===== config.mk =====
export PLATFORM = sky130hd
export DESIGN_NAME = alu_sequencer
export DESIGN_NICKNAME = d
export VERILOG_FILES = /design/src/rtl/alu_seq_pkg.sv /design/src/rtl/alu_sequencer.sv
export SDC_FILE = /design/constraint.sdc
export NUM_CORES = 1
export LEC_CHECK = 0
export ABC_AREA = 1
export BUFFER_PORTS_ARGS = -buffer_cell sky130_fd_sc_hd__buf_2
export CAP_MARGIN = 20
export CORE_AREA = 2 2 91 93
export CTS_CLUSTER_SIZE = 20
export DETAILED_ROUTE_END_ITERATION = 8
export DIE_AREA = 0 0 93 95
export PLACE_DENSITY_LB_ADDON = 0.05
export SYNTH_ARGS = -nofsm -noshare
export SYNTH_HDL_FRONTEND = slang
export SYNTH_SLANG_ARGS = --single-unit

===== constraint.sdc =====
create_clock -name clk -period 1.7 [get_ports clk]
set_input_delay 0.34 -clock clk [delete_from_list [all_inputs] [get_ports clk]]
set_output_delay 0.34 -clock clk [all_outputs]
set_load 0.05 [all_outputs]

===== src/rtl/alu_seq_pkg.sv =====
// Shared definitions for the ALU sequencer: op encodings, FSM states, widths.
package alu_seq_pkg;

    localparam int OPND_W         = 8;
    localparam int RES_W          = 16;
    localparam int CNT_W          = 4;   // holds SETTLE values 1..15
    localparam int SETTLE_DEFAULT = 1;

    localparam logic [2:0] OP_ADD = 3'd0;
    localparam logic [2:0] OP_SUB = 3'd1;
    localparam logic [2:0] OP_MUL = 3'd2;
    localparam logic [2:0] OP_DIV = 3'd3;
    localparam logic [2:0] OP_EXP = 3'd4;

    typedef enum logic [1:0] {
        IDLE  = 2'd0,
        ISSUE = 2'd1,
        RESP  = 2'd2
    } state_t;

    // A request is refused locally when the op code is unused or it would divide by zero.
    function automatic logic op_rejected(input logic [2:0] op, input logic [OPND_W-1:0] b);
        return (op > OP_EXP) || ((op == OP_DIV) && (b == '0));
    endfunction

endpackage


===== src/rtl/alu_sequencer.sv =====
// Registered initiator for the combinational 8-bit signed ALU: accepts a request,
// holds operands and one op line for SETTLE cycles, captures the result and
// returns it over a valid/ready response channel.
module alu_sequencer
    import alu_seq_pkg::*;
#(
    parameter int SETTLE = SETTLE_DEFAULT
) (
    input  logic              clk,
    input  logic              rst_n,
    input  logic              req_valid,
    output logic              req_ready,
    input  logic [2:0]        req_op,
    input  logic [OPND_W-1:0] req_a,
    input  logic [OPND_W-1:0] req_b,
    output logic              rsp_valid,
    input  logic              rsp_ready,
    output logic [RES_W-1:0]  rsp_result,
    output logic              rsp_ovf,
    output logic              rsp_err,
    output logic [OPND_W-1:0] alu_k,
    output logic [OPND_W-1:0] alu_m,
    output logic              alu_add,
    output logic              alu_sub,
    output logic              alu_mul,
    output logic              alu_div,
    output logic              alu_exp,
    input  logic [RES_W-1:0]  alu_r,
    input  logic              alu_ovf,
    output logic [7:0]        op_count,
    output logic [7:0]        err_count
);

    state_t             state;
    logic [2:0]         op_reg;
    logic [CNT_W-1:0]   settle_cnt;

    // Handshake readiness follows directly from the registered state.
    assign req_ready = (state == IDLE);
    assign rsp_valid = (state == RESP);

    // One-hot op lines: decode of the registered op, only while in ISSUE.
    always_comb begin
        // NOTE: every output gets a default before the case so no latch is inferred.
        alu_add = 1'b0;
        alu_sub = 1'b0;
        alu_mul = 1'b0;
        alu_div = 1'b0;
        alu_exp = 1'b0;
        if (state == ISSUE) begin
            case (op_reg)
                OP_ADD:  alu_add = 1'b1;
                OP_SUB:  alu_sub = 1'b1;
                OP_MUL:  alu_mul = 1'b1;
                OP_DIV:  alu_div = 1'b1;
                OP_EXP:  alu_exp = 1'b1;
                default: ;
            endcase
        end
    end

    // Sequencer FSM with registered operands, response fields and counters.
    always_ff @(posedge clk) begin
        // NOTE: non-blocking assignments keep every register sampling pre-edge values.
        if (!rst_n) begin
            state      <= IDLE;
            op_reg     <= OP_ADD;
            settle_cnt <= '0;
            alu_k      <= '0;
            alu_m      <= '0;
            rsp_result <= '0;
            rsp_ovf    <= 1'b0;
            rsp_err    <= 1'b0;
            op_count   <= '0;
            err_count  <= '0;
        end else begin
            case (state)
                IDLE: begin
                    if (req_valid) begin
                        if (op_rejected(req_op, req_b)) begin
                            // Operands are left alone so the ALU never sees a refused request.
                            rsp_result <= '0;
                            rsp_ovf    <= 1'b0;
                            rsp_err    <= 1'b1;
                            state      <= RESP;
                        end else begin
                            alu_k      <= req_a;
                            alu_m      <= req_b;
                            op_reg     <= req_op;
                            settle_cnt <= CNT_W'(SETTLE);
                            state      <= ISSUE;
                        end
                    end
                end
                ISSUE: begin
                    if (settle_cnt == CNT_W'(1)) begin
                        rsp_result <= alu_r;
                        rsp_ovf    <= alu_ovf;
                        rsp_err    <= 1'b0;
                        state      <= RESP;
                    end else begin
                        settle_cnt <= settle_cnt - CNT_W'(1);
                    end
                end
                RESP: begin
                    if (rsp_ready) begin
                        op_count <= op_count + 8'd1;
                        if (rsp_err && (err_count != 8'hFF)) begin
                            err_count <= err_count + 8'd1;
                        end
                        state <= IDLE;
                    end
                end
                default: state <= IDLE;
            endcase
        end
    end

endmodule

==> results of run 1 <==
==> where the power goes <==
part / internal, mW / switching [mW] / leakage (nW)
Combinational: 0.329 / 0.734 / 1.25
Sequential: 1.49 / 0.0639 / 0.484
Clock: 0.710 / 0.552 / 0.0991
Total: 2.53 / 1.35 / 1.84
==> Yosys cell counts, types with 2 or more instances <==
library cell / instances / share of area (%)
nand4_1: 20 / 4.4
nor2_2: 4 / 0.89
clkbuf_1: 7 / 0.93
clkinv_1: 2 / 0.27
nor3_2: 2 / 0.71
nor3b_1: 3 / 0.80
o21ai_0: 7 / 1.2
buf_4: 6 / 1.6
xor2_1: 4 / 1.2
nand3_4: 2 / 1.2
nor2_1: 54 / 7.2
nor3_1: 5 / 0.89
nand2_4: 2 / 0.80
inv_1: 36 / 4.8
a21oi_1: 40 / 7.1
inv_2: 4 / 0.53
nand2_1: 88 / 12
ha_1: 4 / 1.8
nor2_4: 3 / 1.2
xnor2_1: 2 / 0.62
nand2_2: 4 / 0.89
nand3_1: 20 / 3.6
buf_2: 3 / 0.53
dfxtp_1: 59 / 42
o21bai_1: 3 / 0.80
==> metrics by stage <==
step / utilization, % / instances / setup slack (ns)
floorplan: - / 391 / -0.159
global placement: 44.2 / 589 / 0.217
detailed placement: 44.2 / 589 / 0.202
CTS: 47.4 / 608 / 0.00147
global route: 47.5 / 608 / 0.00180
finish: 47.5 / 608 / 0.0794
==> area by class of cell <==
cell class	instances	area, µm²
Inverter	42	159
Clock inverter	5	52.6
Timing Repair Buffer	113	672
Sequential cell	59	1190
Fill cell	857	4160
Tap cell	105	131
Multi-Input combinational cell	273	1430
Clock buffer	11	141
==> worst paths after layout <==
path | from | end | cells after the start
max | state[1]$_SDFFE_PN0P_ | alu_exp | 4
min | req_a[7] | alu_k[7]$_SDFFE_PN0P_ | 3
max reg2reg | err_count[0]$_SDFFE_PN0P_ | err_count[4]$_SDFFE_PN0P_ | 8
min reg2reg | alu_k[7]$_SDFFE_PN0P_ | alu_k[7]$_SDFFE_PN0P_ | 2
==> layer usage <==
metal  vias to the layer above  track usage (%)
met4                         0             6.99
met2                        68             27.5
met3                        10             4.07
li1                       1469                -
met1                      1226             19.7
met5                         -                0
==> what timing repair did <==
item / 4_1_cts / 5_1_grt
endpoints found under the setup margin: 5 / 8
gates resized for setup: 13 / 3
gates cloned: 0 / 0
pin swaps: 2 / 2
buffers inserted: 3 / 0
==> placed cells by master, fill, tap and decap left out, types with 10 or more instances in the layout <==
cell type  netlist  routed
dfxtp_1         59      54
clkbuf_8         0      10
buf_2            3      90
nand2_1         88      87
a21oi_1         40      40
buf_4            6      16
nor2_1          54      54
nand3_1         20      20
nand4_1         20      20
inv_1           36      36
==> cell families (layout without fill, tap and decap cells) <==
kind of cell               Yosys count  count (layout)  synth area share, %
buffers and inverters               59             171                 9.07
and+or+nand+nor                    210             210                 35.1
AOI/OAI and AO/OA                   53              53                 10.2
DFF                                 59              59                 42.0
adders and majority gates            4               4                 1.78
xor gates and xnor gates             6               6                 1.87
==> worst min-delay path: cells and delay by family <==
family                 cells  cell delay (ns)
AO/OA/AOI/OAI              1             0.06
buffers and inverters      1             0.10
AND/OR/NAND/NOR            1             0.07
==> flow_metrics.env, run 1 <==
export IMPL_start_util_pct=35.5
export IMPL_syn_to_final_growth_pct=34.0
export IMPL_gp_routability_congestion=0.757
export IMPL_htree_levels=3
export IMPL_clk_pin_slew_ns=0.07
export IMPL_synth_edff_count=0
export IMPL_async_flop_share_pct=0
export IMPL_fin_tns_setup_ns=0
export IMPL_status="completed"
export IMPL_ctsRootBufferMaster="clkbuf_8"
export IMPL_crit_slowest_cell="dfxtp_1"
export IMPL_crit_required_ns=1.36
export IMPL_synth_top_flop_cell="dfxtp_1"
export IMPL_n_antenna_cell=0
export IMPL_synth_cell_types=32
export IMPL_relSlewSlack_pct=82.3
export IMPL_ant_nets=0
export IMPL_hold_buffers=0
export IMPL_dpl_hpwl_um=4850
export IMPL_timing_max_cap_violations=0
export IMPL_grt_pass1_wl_um=11500
export IMPL_vias=2773
export IMPL_max_stage_delay_ns=0.34
export IMPL_worstPathMaxFanout=3
export IMPL_fin_crit_sh_pct=95.3
export IMPL_reg2reg_slack_ns=0.17
export IMPL_worstMarginPinSlew_ns=0.268
export IMPL_clk_latency_ns=0.33
export IMPL_hold_viol=0
export IMPL_first_iter_violations=78
export IMPL_ios=97
export IMPL_cts_sinks=59
export IMPL_fp_dieW_um=93
export IMPL_grt_antenna_before_repair=0
export IMPL_first_pass_iters=4
export IMPL_ys_seq_area_share_pct=42.0
export IMPL_p_leak_nw=1.84
export IMPL_dieHeight_um=95
export IMPL_final_max_slew_viol_count=0
export IMPL_hold_class="input port to flip-flop"
export IMPL_grtUsageTotal_pct=16.3
export IMPL_die_area_mm2=0.00884
export IMPL_yosysWarnings=0
export IMPL_drc=0
export IMPL_met2_length_um=3200
export IMPL_cts_path_max_buffers=2
export IMPL_place_area_mm2=0.00351
export IMPL_path_cells="nor2_4, clkinv_2, nor4_4, buf_6"
export IMPL_core_area_mm2=0.00793
export IMPL_largest_register="rsp_result"
export IMPL_design_area_mm2=0.00377
export IMPL_worst_path_buf_inv=2
export IMPL_synth_area_per_cell_um2=7.19
export IMPL_vias_per_cell=4.56
export IMPL_rsz0062_at_grt="false"
export IMPL_port_buffers=96
export IMPL_synth_seq_cells=59
export IMPL_critPathCaptureType="output port"
export IMPL_cts_made_buffers=9
export IMPL_grt_overflow=0
export IMPL_powerDensity_mw_per_mm2=1030
export IMPL_grt_pass1_vias=2526
export IMPL_irDropWorstVdd_mv=0.426
export IMPL_power_mw=3.88
export IMPL_route_met3_wl_um=427
export IMPL_startpoint_type="flip-flop"
export IMPL_min_period_ns=1.62
export IMPL_crit_arrival_ns=1.28
export IMPL_cts_tree="yes"
export IMPL_nets=542
export IMPL_maxClockFrequency_ghz=0.617
export IMPL_wl_met1_um=3270
export IMPL_cpLargestDelayFamily="flip-flops"
export IMPL_routed_wl_um=7000
export IMPL_drive_above_1_share_pct=32.6
export IMPL_num_rows=33
export IMPL_synthCells=391
export IMPL_synth_fp_nets=435
export IMPL_setup_worst_path_class="flip-flop to output port"
export IMPL_post_drt_wl_per_cell_um=11.5
export IMPL_fin_skew_ns=0.00975
export IMPL_hold_ws_ns=0.276
export IMPL_setup_viol=0
export IMPL_highest_layer="met4"
export IMPL_largest_register_ffs=16
export IMPL_synth_area_mm2=0.00281
export IMPL_grt_max_degree=33
Note: power is estimated with default switching activity, not from simulation.
==> inputs of run 2 (changes only) <==
ABC_AREA = not set   (was 1)
CORE_AREA = 2 2 86 88   (was 2 2 91 93)
DIE_AREA = 0 0 88 90   (was 0 0 93 95)
==> run 2 against run 1 <==
Effect of this change:
- worst hold slack got worse by 0.059 ns
- clock-buffer cell count decreased by 2
- combinational power fell by 37%
- via count is 26% lower
- sequential share of layout area up 2.5 points
- synthesized area decreased by 11%
- setup slack got worse by 0.026 ns
- utilization increased by 2.7 points
==> flow_metrics.env, run 2 <==
export IMPL_num_rows=31
export IMPL_clk_pin_slew_ns=0.07
export IMPL_first_pass_iters=4
export IMPL_yosysWarnings=0
export IMPL_n_antenna_cell=0
export IMPL_p_seq_share_pct=40.4
export IMPL_crit_arrival_ns=1.31
export IMPL_final_cell_mix="buf_2 (90), dfxtp_1 (48), nor2b_1 (26)"
export IMPL_core_area_mm2=0.00702
export IMPL_reg2reg_slack_ns=0.09
export IMPL_power_switching_mw=1.02
export IMPL_p_clk_share_pct=41.5
export IMPL_yosysTopAreaCell="dfxtp_1"
export IMPL_grt_pass1_vias=1932
export IMPL_nets=391
export IMPL_min_period_ns=1.65
export IMPL_p_sw_share_pct=27.4
export IMPL_timing_final_ws_setup_ns=0.0538
export IMPL_synth_most_common_cell="dfxtp_1"
export IMPL_vias=2058
export IMPL_critPathCaptureType="output port"
export IMPL_status="completed"
export IMPL_r2r_start="settle_cnt[1]$_SDFFE_PN0P_"
export IMPL_final_common_cell="buf_2"
export IMPL_dp_cells=430
export IMPL_ys_seq_area_share_pct=47.4
export IMPL_synth_edff_count=0
export IMPL_dpl_hpwl_um=3820
export IMPL_cts_sinks=59
export IMPL_cts_made_buffers=9
export IMPL_ant_nets=0
export IMPL_fin_crit_sh_pct=96.8
export IMPL_grt_overflow=0
export IMPL_holdPathStages=2
export IMPL_clk_latency_ns=0.33
export IMPL_drive_above_1_share_pct=45.7
export IMPL_maxClockFrequency_ghz=0.607
export IMPL_internal_power_mw=2.69
export IMPL_layout_cells_non_filler=451
export IMPL_largest_register_ffs=16
export IMPL_irDropWorstVdd_mv=0.376
export IMPL_crit_required_ns=1.36
export IMPL_final_max_slew_viol_count=0
export IMPL_first_iter_violations=43
export IMPL_htree_levels=3
export IMPL_relSlewSlack_pct=77.9
export IMPL_die_area_mm2=0.00792
export IMPL_dieHeight_um=90
export IMPL_routed_wl_um=5450
export IMPL_synthTopCellsByArea="dfxtp_1 (47%), mux2i_1 (8.4%), nor2b_1 (6.8%)"
export IMPL_r2r_end="rsp_result[3]$_SDFFE_PN0P_"
export IMPL_setup_worst_path_class="flip-flop to output port"
export IMPL_ctsRootBufferMaster="clkbuf_8"
export IMPL_pre_cts_slack_ns=-0.196
export IMPL_synth_top_flop_cell="dfxtp_1"
export IMPL_start_util_pct=35.5
export IMPL_synth_cell_types=47
export IMPL_hold_buffers=0
export IMPL_timing_max_cap_violations=0
export IMPL_syn_to_final_growth_pct=41.6
export IMPL_ios=97
export IMPL_pwr_share_comb_pct=18.1
export IMPL_fp_dieW_um=88
export IMPL_worstPathMaxFanout=5
export IMPL_vias_per_cell=4.56
export IMPL_worstHoldStart="alu_r[11]"
export IMPL_cts_path_max_buffers=2
export IMPL_hold_class="input port to flip-flop"
export IMPL_grt_antenna_before_repair=0
export IMPL_startpoint_type="flip-flop"
export IMPL_grtUsageTotal_pct=14.1
export IMPL_gp_routability_congestion=0.708
export IMPL_async_flop_share_pct=0
export IMPL_drc=0
export IMPL_synth_fp_nets=278
export IMPL_post_drt_wl_per_cell_um=12.1
export IMPL_port_buffers=96
export IMPL_synth_area_per_cell_um2=10.6
export IMPL_grt_max_degree=30
export IMPL_worstMarginPinSlew_ns=0.332
export IMPL_synthCells=234
export IMPL_largest_register="rsp_result"
export IMPL_p_leak_nw=1.61
export IMPL_fin_skew_ns=0.00822
export IMPL_setup_viol=0
export IMPL_hold_path_end="rsp_result[11]$_SDFFE_PN0P_"
export IMPL_cts_tree="yes"
export IMPL_powerDensity_mw_per_mm2=1050
export IMPL_rsz0062_at_grt="true"
export IMPL_synth_common_cells="dfxtp_1 (59), nor2b_1 (27), mux2i_1 (21)"
export IMPL_yosys_area_top_type_share_pct=47.4
export IMPL_reg2regPathDepth=8
export IMPL_hold_viol=0
export IMPL_synth_area_mm2=0.00249
export IMPL_grt_pass1_wl_um=8800
export IMPL_synth_seq_cells=59
## run 2: cell count changes in the layout (fill, tap and decap cells not counted), sizes merged, moves of 6 or more
| cell | change |
|---|---|
| inv | -38 |
| a21oi | -40 |
| nand4 | -17 |
| mux2i | +21 |
| nor2 | -54 |
| a22o | +17 |
| and2 | +10 |
| o21ai | -6 |
| nand3 | -19 |
| nor2b | +27 |
| nand2 | -81 |
## run 2: worst max-delay path by stage
| stage | startpoint | to | slack, ns | cells past startpoint |
|---|---|---|---|---|
| floorplan | state[0]$_SDFFE_PN0P_ | alu_k[0]$_SDFFE_PN0P_ | -0.20 | 7 |
| global placement | req_b[0] | rsp_result[5]$_SDFFE_PN0P_ | -0.16 | 7 |
| detailed placement | req_b[0] | rsp_result[13]$_SDFFE_PN0P_ | -0.20 | 7 |
| CTS | state[1]$_SDFFE_PN0P_ | alu_mul | 0.006 | 5 |
| global route | state[1]$_SDFFE_PN0P_ | alu_sub | -0.05 | 5 |
| finish | state[1]$_SDFFE_PN0P_ | alu_mul | 0.05 | 5 |
## run 2: what timing repair did
action,in CTS,in global routing
endpoints found under the setup margin,24,26
pin swaps,1,1
gates cloned,0,0
gates resized for setup,18,7
setup buffers,3,2
## run 2: kinds of logic after synthesis
logic type      share of synthesized area (%)
fa+ha+maj                                2.01
simple gates                             22.6
buf+inv                                  3.67
mux                                      8.89
compound gates                           11.6
xor+xnor                                 3.87
flops                                    47.4
## run 2: worst max-delay path, stage by stage (launching register included)
cell      delay (ns)
dfxtp_4         0.35
nand2b_4        0.18
nor2_4          0.10
nand2_1         0.07
nor2_2          0.11
buf_6           0.16
## run 2: power by group through the flow
stage / registers (mW) / logic [mW] / clock network, mW
6_report: 1.50 / 0.673 / 1.54
5_1_grt: 1.51 / 0.730 / 1.65
4_1_cts: 1.50 / 0.672 / 1.60
3_5_place_dp: 1.53 / 0.638 / 0
3_3_place_gp: 1.53 / 0.634 / 0
2_1_floorplan: 1.66 / 0.308 / 0
## run 2: cell type report
class,instances,area (µm²)
Tap cell,99,124
Multi-Input combinational cell,160,1270
Inverter,2,7.51
Sequential cell,59,1200
Clock buffer,9,124
Clock inverter,7,116
Timing Repair Buffer,115,682
Fill cell,682,3500
## run 2: per-layer routing
metal / global-route usage [%] / wire length [µm] / part of all wire, %
met1: 18.2 / 2620 / 48
met2: 20.8 / 2380 / 44
met3: 4.50 / 383 / 7.0
met4: 6.92 / 67 / 1.2
met5: 0 / 0 / 0
## run 2: per-stage QoR
stage                     util, %  cell area, µm²  setup TNS, ns  hold slack [ns]  total power [mW]
after floorplan                 -            2530          -4.18            0.473              1.97
after global placement       45.3            3180          -3.74            0.451              2.16
after detailed placement     45.3            3180          -4.67            0.450              2.16
after CTS                    49.7            3490              0            0.198              3.77
after global routing         50.2            3520         -0.123            0.210              3.88
final                        50.2            3520              0            0.217              3.71
==> inputs of run 3 (changes only) <==
CORE_AREA = 2 2 95 97   (was 2 2 86 88)
DIE_AREA = 0 0 97 99   (was 0 0 88 90)
SETUP_SLACK_MARGIN = 0.4   (was not set)
==> run 3 against run 2 <==
Effect of this change:
- critical path type unchanged
- largest cell class unchanged
- combinational power increased by 31%
- total power decreased by 3.1%
- utilization decreased by 2.1 points
- highest routed layer unchanged
==> flow_metrics.env, run 3 (synthesis results as in run 2) <==
export IMPL_status="completed"
export IMPL_crit_arrival_ns=1.32
export IMPL_grtUsageTotal_pct=13.1
export IMPL_vias_per_cell=4.54
export IMPL_critPathCaptureType="output port"
export IMPL_worstMarginPinSlew_ns=0.335
export IMPL_crit_required_ns=1.36
export IMPL_final_max_slew_viol_count=0
export IMPL_fin_crit_sh_pct=97.6
export IMPL_reg2regPathDepth=7
export IMPL_worstHoldStart="alu_r[3]"
export IMPL_powerDensity_mw_per_mm2=874
export IMPL_layout_cells_non_filler=481
export IMPL_cts_path_max_buffers=2
export IMPL_p_leak_nw=1.77
export IMPL_grt_overflow=0
export IMPL_largest_register="rsp_result"
export IMPL_r2r_start="state[1]$_SDFFE_PN0P_"
export IMPL_ant_nets=0
export IMPL_cts_made_buffers=9
export IMPL_dpl_hpwl_um=4000
export IMPL_fin_skew_ns=0.00745
export IMPL_port_buffers=96
export IMPL_pre_cts_slack_ns=-0.151
export IMPL_htree_levels=3
export IMPL_syn_to_final_growth_pct=65.3
export IMPL_reg2reg_slack_ns=0.08
export IMPL_largest_register_ffs=16
export IMPL_final_cell_mix="buf_2 (42), buf_4 (39), dfxtp_1 (38)"
export IMPL_grt_pass1_wl_um=10200
export IMPL_dieHeight_um=99
export IMPL_r2r_end="err_count[7]$_SDFFE_PN0P_"
export IMPL_cts_sinks=59
export IMPL_post_drt_wl_per_cell_um=13.1
export IMPL_min_period_ns=1.66
export IMPL_hold_viol=0
export IMPL_n_antenna_cell=0
export IMPL_core_area_mm2=0.00855
export IMPL_final_common_cell="buf_2"
export IMPL_fp_dieW_um=97
export IMPL_drive_above_1_share_pct=56.6
export IMPL_hold_path_end="rsp_result[3]$_SDFFE_PN0P_"
export IMPL_holdPathStages=2
export IMPL_hold_buffers=0
export IMPL_dp_cells=438
export IMPL_grt_antenna_before_repair=0
export IMPL_nets=412
export IMPL_grt_max_degree=38
export IMPL_first_iter_violations=30
export IMPL_relSlewSlack_pct=77.5
export IMPL_irDropWorstVdd_mv=0.474
export IMPL_setup_viol=0
export IMPL_startpoint_type="flip-flop"
export IMPL_maxClockFrequency_ghz=0.602
export IMPL_cts_tree="yes"
export IMPL_start_util_pct=29.1
export IMPL_clk_latency_ns=0.33
export IMPL_routed_wl_um=6310
export IMPL_ctsRootBufferMaster="clkbuf_8"
export IMPL_grt_pass1_vias=2066
export IMPL_timing_final_ws_setup_ns=0.0400
export IMPL_hold_class="input port to flip-flop"
export IMPL_die_area_mm2=0.00960
export IMPL_first_pass_iters=4
export IMPL_setup_worst_path_class="flip-flop to output port"
export IMPL_clk_pin_slew_ns=0.07
export IMPL_num_rows=34
export IMPL_timing_max_cap_violations=0
export IMPL_rsz0062_at_grt="true"
export IMPL_gp_routability_congestion=0.706
export IMPL_worstPathMaxFanout=4
export IMPL_drc=0
export IMPL_vias=2184
export IMPL_ios=97
-- run 3: area by class of cell --
cell class                 count  area, µm²
inverter                       2       7.51
multi-input combinational    160       1440
tap                          108        135
clock inverter                 1       5.00
fill                         806       4440
clock buffer                  15        188
sequential                    59       1240
timing repair buffer         136       1100
-- run 3: how the worst max path moves through the flow --
stage / startpoint / end / slack [ns] / cells past startpoint
2_1_floorplan: settle_cnt[1]$_SDFFE_PN0P_ / rsp_result[0]$_SDFFE_PN0P_ / -0.02 / 9
3_3_place_gp: req_b[0] / rsp_result[6]$_SDFFE_PN0P_ / -0.14 / 7
3_5_place_dp: req_b[0] / rsp_result[13]$_SDFFE_PN0P_ / -0.15 / 7
4_1_cts: state[1]$_SDFFE_PN0P_ / alu_sub / 0.009 / 5
5_1_grt: state[1]$_SDFFE_PN0P_ / err_count[7]$_SDFFE_PN0P_ / -0.03 / 7
6_report: state[1]$_SDFFE_PN0P_ / alu_div / 0.04 / 4
-- run 3: what timing repair did --
| action | in CTS | in global routing |
|---|---|---|
| setup buffers | 19 | 6 |
| setup endpoints to repair | 76 | 98 |
| gates cloned | 2 | 0 |
| resized for setup | 56 | 67 |
| pin swaps | 16 | 16 |
-- run 3: metal layers --
metal  wire [µm]  track usage (%)  vias to the layer above
li1            -                -                     1100
met1        2820             17.2                     1004
met2        2900             19.4                       73
met3         532             6.31                        7
met4          64             3.58                        0
met5           0                0                        -
-- run 3: stage by stage --
stage               setup TNS, ns  hold WS, ns  power (mW)  area, µm²  util (%)
global placement            -2.76        0.452        2.17       3300      38.6
CTS                             0        0.207        3.59       3870      45.3
detailed placement          -2.79        0.452        2.17       3300      38.6
floorplan                  -0.187        0.473        2.00       2680         -
finish                          0        0.226        3.60       4120      48.1
global route              -0.0689        0.199        3.81       4120      48.1
-- run 3: critical path, stage by stage, from the launching register on --
cell and delay [ns]:
dfxtp_4 0.35, nand2b_4 0.18, nor2_4 0.13, and3_4 0.20, buf_8 0.14
-- run 3: power by group --
| group | internal [mW] | switching, mW | leakage, nW |
|---|---|---|---|
| clock | 0.698 | 0.523 | 0.0989 |
| combinational | 0.422 | 0.459 | 1.18 |
| sequential | 1.44 | 0.0579 | 0.493 |
| total | 2.56 | 1.04 | 1.77 |
